[src/rtl/draw_pixel_writer.sv]
// draw_pixel_writer: clips the drawer's signed pixel stream, converts each visible pixel
// into a masked 16-bit VRAM word write (4 nibble pixels per word) and queues the writes
// in a small FIFO toward the VRAM arbiter.
// Optional feature: define DRAW_COALESCE_EN to merge same-word, same-color pixels into
// one write; otherwise every visible pixel becomes its own single-nibble write.
module draw_pixel_writer #(
    parameter int unsigned CORDW      = 16,
    parameter int unsigned FIFO_DEPTH = 4
) (
    input  logic                    clk,
    input  logic                    reset_i,
    input  logic [15:0]             base_i,
    input  logic [15:0]             stride_i,
    input  logic signed [CORDW-1:0] clip_x0_i,
    input  logic signed [CORDW-1:0] clip_y0_i,
    input  logic signed [CORDW-1:0] clip_x1_i,
    input  logic signed [CORDW-1:0] clip_y1_i,
    input  logic [3:0]              color_i,
    input  logic                    pix_valid_i,
    input  logic signed [CORDW-1:0] pix_x_i,
    input  logic signed [CORDW-1:0] pix_y_i,
    input  logic                    flush_i,
    output logic                    pix_ready_o,
    output logic                    vram_wr_o,
    output logic [15:0]             vram_addr_o,
    output logic [15:0]             vram_data_o,
    output logic [3:0]              vram_mask_o,
    input  logic                    vram_ack_i,
    output logic                    busy_o
);
    localparam int unsigned PtrW = $clog2(FIFO_DEPTH);
    localparam int unsigned CntW = PtrW + 1;

    typedef enum logic [0:0] {StIdle, StDrain} state_e;

    state_e state_q, state_d;

    // S1 stage
    logic                    s1_valid_q, s1_valid_d;
    logic [15:0]             s1_row_q, s1_row_d;
    logic signed [CORDW-1:0] s1_x_q, s1_x_d;
    logic [3:0]              s1_color_q, s1_color_d;

    // S2 / coalesce stage
    logic        c_valid_q, c_valid_d;
    logic [15:0] c_addr_q, c_addr_d;
    logic [3:0]  c_mask_q, c_mask_d;
    logic [3:0]  c_color_q, c_color_d;

    // Write FIFO
    logic [15:0]     addr_mem [FIFO_DEPTH];
    logic [3:0]      mask_mem [FIFO_DEPTH];
    logic [3:0]      color_mem[FIFO_DEPTH];
    logic [PtrW-1:0] wr_ptr_q, wr_ptr_d, rd_ptr_q, rd_ptr_d;
    logic [CntW-1:0] count_q, count_d;

    logic                    accept, in_clip;
    logic                    push_req, fifo_push, fifo_pop, fifo_full, stall;
    logic [15:0]             y16, new_addr;
    logic [3:0]              new_mask;
    logic signed [CORDW-1:0] x_word;

    assign y16       = pix_y_i[15:0];
    assign x_word    = s1_x_q >>> 2;
    assign new_addr  = base_i + s1_row_q + x_word[15:0];
    assign new_mask  = 4'b1000 >> s1_x_q[1:0];
    assign fifo_full = (count_q == CntW'(FIFO_DEPTH));
    assign fifo_pop  = vram_wr_o && vram_ack_i;

    // Two free entries cover the pixel that may still be in S1 when the FIFO fills.
    assign pix_ready_o = ((CntW'(FIFO_DEPTH) - count_q) >= CntW'(2));
    assign accept      = pix_valid_i && pix_ready_o;
    assign in_clip     = (pix_x_i >= clip_x0_i) && (pix_x_i <= clip_x1_i) &&
                         (pix_y_i >= clip_y0_i) && (pix_y_i <= clip_y1_i);

    // Coalesce stage: decide push/merge/load; a push into a full FIFO stalls S1 and S2.
    always_comb begin
        c_valid_d = c_valid_q;
        c_addr_d  = c_addr_q;
        c_mask_d  = c_mask_q;
        c_color_d = c_color_q;
        push_req  = 1'b0;
`ifdef DRAW_COALESCE_EN
        if (s1_valid_q) begin
            if (!(c_valid_q && new_addr == c_addr_q && s1_color_q == c_color_q)) begin
                push_req = c_valid_q;
            end
        end else if (state_q == StDrain) begin
            push_req = c_valid_q;
        end
`else
        push_req = c_valid_q;
`endif
        fifo_push = push_req && !(fifo_full && !fifo_pop);
        stall     = push_req && !fifo_push;
`ifdef DRAW_COALESCE_EN
        if (s1_valid_q && c_valid_q && new_addr == c_addr_q && s1_color_q == c_color_q) begin
            c_mask_d = c_mask_q | new_mask;
        end else if (s1_valid_q && !stall) begin
            c_valid_d = 1'b1;
            c_addr_d  = new_addr;
            c_mask_d  = new_mask;
            c_color_d = s1_color_q;
        end else if (fifo_push) begin
            c_valid_d = 1'b0;
        end
`else
        if (!stall) begin
            c_valid_d = s1_valid_q;
            c_addr_d  = new_addr;
            c_mask_d  = new_mask;
            c_color_d = s1_color_q;
        end
`endif
    end

    // S1: clip test and row multiply; clipped pixels are consumed without a valid slot.
    always_comb begin
        s1_valid_d = s1_valid_q;
        s1_row_d   = s1_row_q;
        s1_x_d     = s1_x_q;
        s1_color_d = s1_color_q;
        if (!stall) begin
            s1_valid_d = accept && in_clip;
            if (accept) begin
                s1_row_d   = y16 * stride_i;
                s1_x_d     = pix_x_i;
                s1_color_d = color_i;
            end
        end
    end

    // Flush FSM and FIFO pointer/count next state.
    always_comb begin
        state_d = state_q;
        unique case (state_q)
            StIdle:  if (flush_i) state_d = StDrain;
            StDrain: if (!s1_valid_q && (!c_valid_q || fifo_push)) state_d = StIdle;
            default: state_d = StIdle;
        endcase
        wr_ptr_d = fifo_push ? wr_ptr_q + PtrW'(1) : wr_ptr_q;
        rd_ptr_d = fifo_pop  ? rd_ptr_q + PtrW'(1) : rd_ptr_q;
        count_d  = count_q;
        if (fifo_push && !fifo_pop) count_d = count_q + CntW'(1);
        if (!fifo_push && fifo_pop) count_d = count_q - CntW'(1);
    end

    // Pipeline, FSM and FIFO control state; reset discards everything in flight.
    always_ff @(posedge clk or posedge reset_i) begin
        if (reset_i) begin
            state_q    <= StIdle;
            s1_valid_q <= 1'b0;
            s1_row_q   <= '0;
            s1_x_q     <= '0;
            s1_color_q <= '0;
            c_valid_q  <= 1'b0;
            c_addr_q   <= '0;
            c_mask_q   <= '0;
            c_color_q  <= '0;
            wr_ptr_q   <= '0;
            rd_ptr_q   <= '0;
            count_q    <= '0;
        end else begin
            state_q    <= state_d;
            s1_valid_q <= s1_valid_d;
            s1_row_q   <= s1_row_d;
            s1_x_q     <= s1_x_d;
            s1_color_q <= s1_color_d;
            c_valid_q  <= c_valid_d;
            c_addr_q   <= c_addr_d;
            c_mask_q   <= c_mask_d;
            c_color_q  <= c_color_d;
            wr_ptr_q   <= wr_ptr_d;
            rd_ptr_q   <= rd_ptr_d;
            count_q    <= count_d;
        end
    end

    // FIFO storage; contents are don't-care while the count says empty.
    always_ff @(posedge clk) begin
        if (fifo_push) begin
            addr_mem[wr_ptr_q]  <= c_addr_q;
            mask_mem[wr_ptr_q]  <= c_mask_q;
            color_mem[wr_ptr_q] <= c_color_q;
        end
    end

    assign vram_wr_o   = (count_q != '0);
    assign vram_addr_o = vram_wr_o ? addr_mem[rd_ptr_q] : 16'h0000;
    assign vram_data_o = vram_wr_o ? {4{color_mem[rd_ptr_q]}} : 16'h0000;
    assign vram_mask_o = vram_wr_o ? mask_mem[rd_ptr_q] : 4'b0000;
    assign busy_o      = s1_valid_q || c_valid_q || vram_wr_o || (state_q != StIdle);

endmodule
[config.mk]
export PLATFORM = sky130hd
export DESIGN_NAME = draw_pixel_writer
export DESIGN_NICKNAME = d
export VERILOG_FILES = /design/src/rtl/draw_pixel_writer.sv
export SDC_FILE = /design/constraint.sdc
export NUM_CORES = 1
export LEC_CHECK = 0
export ABC_AREA = 1
export ABC_CLOCK_PERIOD_IN_PS = 3310
export CAP_MARGIN = 15
export CORE_MARGIN = 2
export CORE_UTILIZATION = 23
export DETAILED_ROUTE_END_ITERATION = 10
export PLACE_DENSITY = 0.42
export SLEW_MARGIN = 20
export SYNTH_ARGS = -nofsm -noshare
export SYNTH_HDL_FRONTEND = slang
export SYNTH_SLANG_ARGS = --single-unit
export TNS_END_PERCENT = 30
[constraint.sdc]
create_clock -name clk -period 3.31 [get_ports clk]
set_input_delay 0.662 -clock clk [delete_from_list [all_inputs] [get_ports clk]]
set_output_delay 0.662 -clock clk [all_outputs]
set_load 0.01 [all_outputs]
==> impl_metrics.py <==
metrics = {
    "run_status": {
        "status": "complete, but fails checks",
        "violations": "negative setup slack",
    },
    "drt": {
        "wl_per_cell_um": 14.5,
        "drt_pass1_iterations": 4,
        "drc": 0,
        "first_iter_violations": 404,
        "num_vias": 11100,
        "routed_wl_mm": 39.3,
        "final_antenna_net_count": 0,
        "post_drt_via_cell_ratio": 4.10,
    },
    "power": {
        "power_leakage_nw": 8.92,
        "p_per_area_nw_per_um2": 880,
        "p_int_w": 0.00886,
        "clkPwrFrac": 0.122,
        "switching_share": 0.447,
        "p_seq_frac": 0.209,
        "combPwrFrac": 0.669,
        "switching_power_w": 0.00715,
        "vdd.ir_drop.worst_mv": 0.530,
        "fin_total_pwr_w": 0.0160,
    },
    "floorplan": {
        "start_util": 0.232,
        "die_h_um": 248,
        "die_w_um": 248,
        "die_area_um2": 61600,
        "core-area_um2": 59000,
        "rows": 89,
        "ios": 176,
    },
    "placement": {
        "gp_congestion": 0.844,
        "io_buffers": 175,
        "dp_hpwl_mm": 31.9,
    },
    "synthesis": {
        "synth_top_area_frac": 0.210,
        "yosysUniqueCellTypes": 40,
        "syn_nets": 2026,
        "synth.ff_latch_count": 166,
        "synth.cell_area_um2": 13700,
        "postSynthAreaPerCell_um2": 8.28,
        "synth_top_area_cell": "edfxtp_1",
        "yosys.area_share.simple": 0.188,
        "synth_xor_area_frac": 0.0153,
        "netlist_top_cells_area": "edfxtp_1 21%, fa_1 14%, dfrtp_1 13%, ha_1 12%, nand2_1 11%",
        "synthAdderAreaFrac": 0.266,
        "synth-compound-area-share": 0.0730,
        "muxShareOfSynthArea": 0.000822,
        "synth_cells": 1656,
        "synth_top_family_by_area": "adder cells",
        "synth-seq-area-share": 0.338,
        "yosysWarnings": 0,
    },
    "worst_setup_path": {
        "worstPathMaxFanout": 5,
        "crit_path_end_kind": "flip-flop",
        "startpoint": "stride_i[6]",
        "critical_path_required_ps": 3640,
        "critPathCapture": "s1_row_q[12]",
        "r2r_end": "s1_x_q[1]",
        "path_class": "input pin to flip-flop",
        "reg2reg_depth": 13,
        "crit_arrival_ps": 5200,
        "regToRegStartpoint": "count_q[0]",
        "r2r_slack_ps": 550,
        "cp-start-kind": "input pin",
    },
    "flow_run": {
        "drv_cap": 0,
    },
    "grt": {
        "grt_pass1_vias": 11400,
        "overflow": 0,
        "antenna_found_initial": 2,
        "grt_max_degree": 41,
        "gr-usage-all-layers": 0.130,
        "grt_pass1_wl_mm": 62.2,
    },
    "clock_network": {
        "clock-sinks": 166,
        "hold_buffers": 0,
        "clock_latency_ps": 430,
        "cts-buffers-inserted": 17,
        "cts_max_path_buffers": 2,
        "htree_levels": 4,
        "cts_root_buf": "clkbuf_16",
        "tritoncts": "built",
        "clkTransAtPathRegs_ps": 70,
    },
    "timing": {
        "fmax_mhz": 205,
        "rsz0062_at_grt": "true",
        "finClkSkew_ps": 19.1,
        "hold_viol": 0,
        "finalMaxSlewViolations": 0,
        "tightest_slew_ps": 669,
        "fin_crit_sh": 1.47,
        "slew-limit-headroom": 0.554,
        "period_needed_ps": 4870,
        "fin_ws_ps": -1560,
        "setup_viol": 11,
    },
    "cells_and_area": {
        "nets": 2291,
        "layout-drive-gt1-share": 0.165,
        "area_growth_syn_to_layout_pct": 32.8,
        "finish.utilization": 0.308,
    },
    "worst_hold_path": {
        "hold_class": "flip-flop to flip-flop",
    },
}
[how the worst min path moves through the flow]
stage,start,end,slack (ps),cells after the start
floorplan,s1_color_q[0],c_color_q[0],440,2
global placement,s1_color_q[3],c_color_q[3],460,2
detailed placement,s1_color_q[3],c_color_q[3],460,2
CTS,s1_color_q[3],c_color_q[3],480,2
global route,s1_color_q[2],c_color_q[2],500,2
finish,s1_color_q[3],c_color_q[3],480,2
[synthesized netlist by cell type]
library cell,n
nand2_1,412
clkbuf_1,28
dfrtp_1,70
a31oi_1,4
edfxtp_1,96
a211oi_1,2
nand2_2,12
or2_0,1
or2_2,1
o21ai_0,79
buf_2,12
a21oi_1,76
nand3_2,1
xnor2_1,12
nor3_1,7
mux2_2,1
xor2_1,12
inv_2,6
clkinv_1,1
buf_4,21
nand4_1,7
nor2_2,1
nor2_1,134
o21a_1,4
inv_1,331
a21boi_0,2
buf_6,3
nand2_4,1
buf_1,1
o21ai_1,10
or2_1,2
a21o_1,3
o21bai_1,2
nand3_1,55
fa_1,97
nand3b_1,4
and3_1,1
ha_1,136
o31ai_1,7
nor3_2,1
[power by group through the flow]
| stage | logic (W) | registers, W | clock network [W] |
|---|---|---|---|
| 5_1_grt | 0.0122 | 0.00343 | 0.00209 |
| 2_1_floorplan | 0.00655 | 0.00317 | 0 |
| 6_report | 0.0107 | 0.00335 | 0.00195 |
| 3_5_place_dp | 0.00992 | 0.00341 | 0 |
| 3_3_place_gp | 0.00988 | 0.00338 | 0 |
| 4_1_cts | 0.0103 | 0.00336 | 0.00201 |
[repair_timing]
| action | 4_1_cts | 5_1_grt |
|---|---|---|
| gates cloned | 0 | 0 |
| buffers inserted | 16 | 4 |
| setup endpoints to repair | 12 | 25 |
| resized for setup | 150 | 92 |
| pin swaps | 57 | 61 |
[through the flow]
stage	instances	TNS [ps]	instance area (µm²)	setup slack (ps)	hold slack (ps)
6_report	2708	-12500	18200	-1560	475
5_1_grt	2707	-14490	18200	-1740	504
4_1_cts	2706	-13640	18000	-1710	485
3_5_place_dp	2659	-26600	17100	-2710	462
3_3_place_gp	2659	-26080	17100	-2660	462
2_1_floorplan	1656	-15960	13800	-1860	442
[sequential cells by signal (all words and copies together) (netlist names), 3 cells and up]
signal and flops:
s1_x_q 16, s1_color_q 4, c_addr_q 16, count_q 3
addr_mem 64, mask_mem 16, s1_row_q 16, c_color_q 4
c_mask_q 4, color_mem 16
[metal layers]
metal,part of all wire,vias to the layer above,track usage
li1,-,5676,-
met4,0.0092,2,0.0203
met3,0.030,32,0.0175
met2,0.51,178,0.241
met1,0.45,5223,0.163
met5,0.00033,-,0
[cell type report]
type	count	area, µm²
fillers	6263	40800
multi-input cells	1087	7870
flip-flops and latches	166	4640
repair buffers	311	2870
inverters	338	1270
well taps	773	967
clock buffers	18	429
clock inverters	14	156
diodes	1	2.50
[layout by cell type, fill, tap and decap left out, types with 8 or more instances in the layout]
master / Yosys / routed
o21ai_1: 10 / 12
ha_1: 136 / 119
clkdlybuf4s50_1: 0 / 153
buf_6: 3 / 26
edfxtp_1: 96 / 96
nand2_2: 12 / 34
buf_4: 21 / 116
nand2_1: 412 / 384
nand3_1: 55 / 48
fa_2: 0 / 8
xnor2_1: 12 / 11
o21ai_0: 79 / 74
ha_4: 0 / 11
a21oi_1: 76 / 70
dfrtp_1: 70 / 69
inv_1: 331 / 304
nor2_1: 134 / 128
nand3_2: 1 / 8
inv_2: 6 / 32
fa_1: 97 / 89
xor2_1: 12 / 12
clkbuf_16: 0 / 17
[cells by family (layout without fill, tap and decap cells)]
| logic type | after synthesis | after routing |
|---|---|---|
| simple gates | 640 | 640 |
| xor+xnor | 24 | 24 |
| other cells | 0 | 1 |
| flops | 166 | 166 |
| fa+ha+maj | 233 | 233 |
| mux | 1 | 1 |
| compound gates | 189 | 189 |
| buf+inv | 403 | 681 |
[critical path: stages]
cell     delay, ps
buf_8          110
buf_6          120
nand2_2         60
inv_2           30
fa_2           520
inv_2           40
fa_2           390
fa_1           500
fa_1           490
inv_1           50
fa_1           480
inv_1           50
fa_1           490
inv_2           40
ha_4           240
a21oi_1        140
o21a_1         150
nand3_2        100
nand2_2         80
inv_2           40
buf_4          120
buf_4          110
o31ai_1        180
No activity file was read; power rests on OpenSTA's default activity.
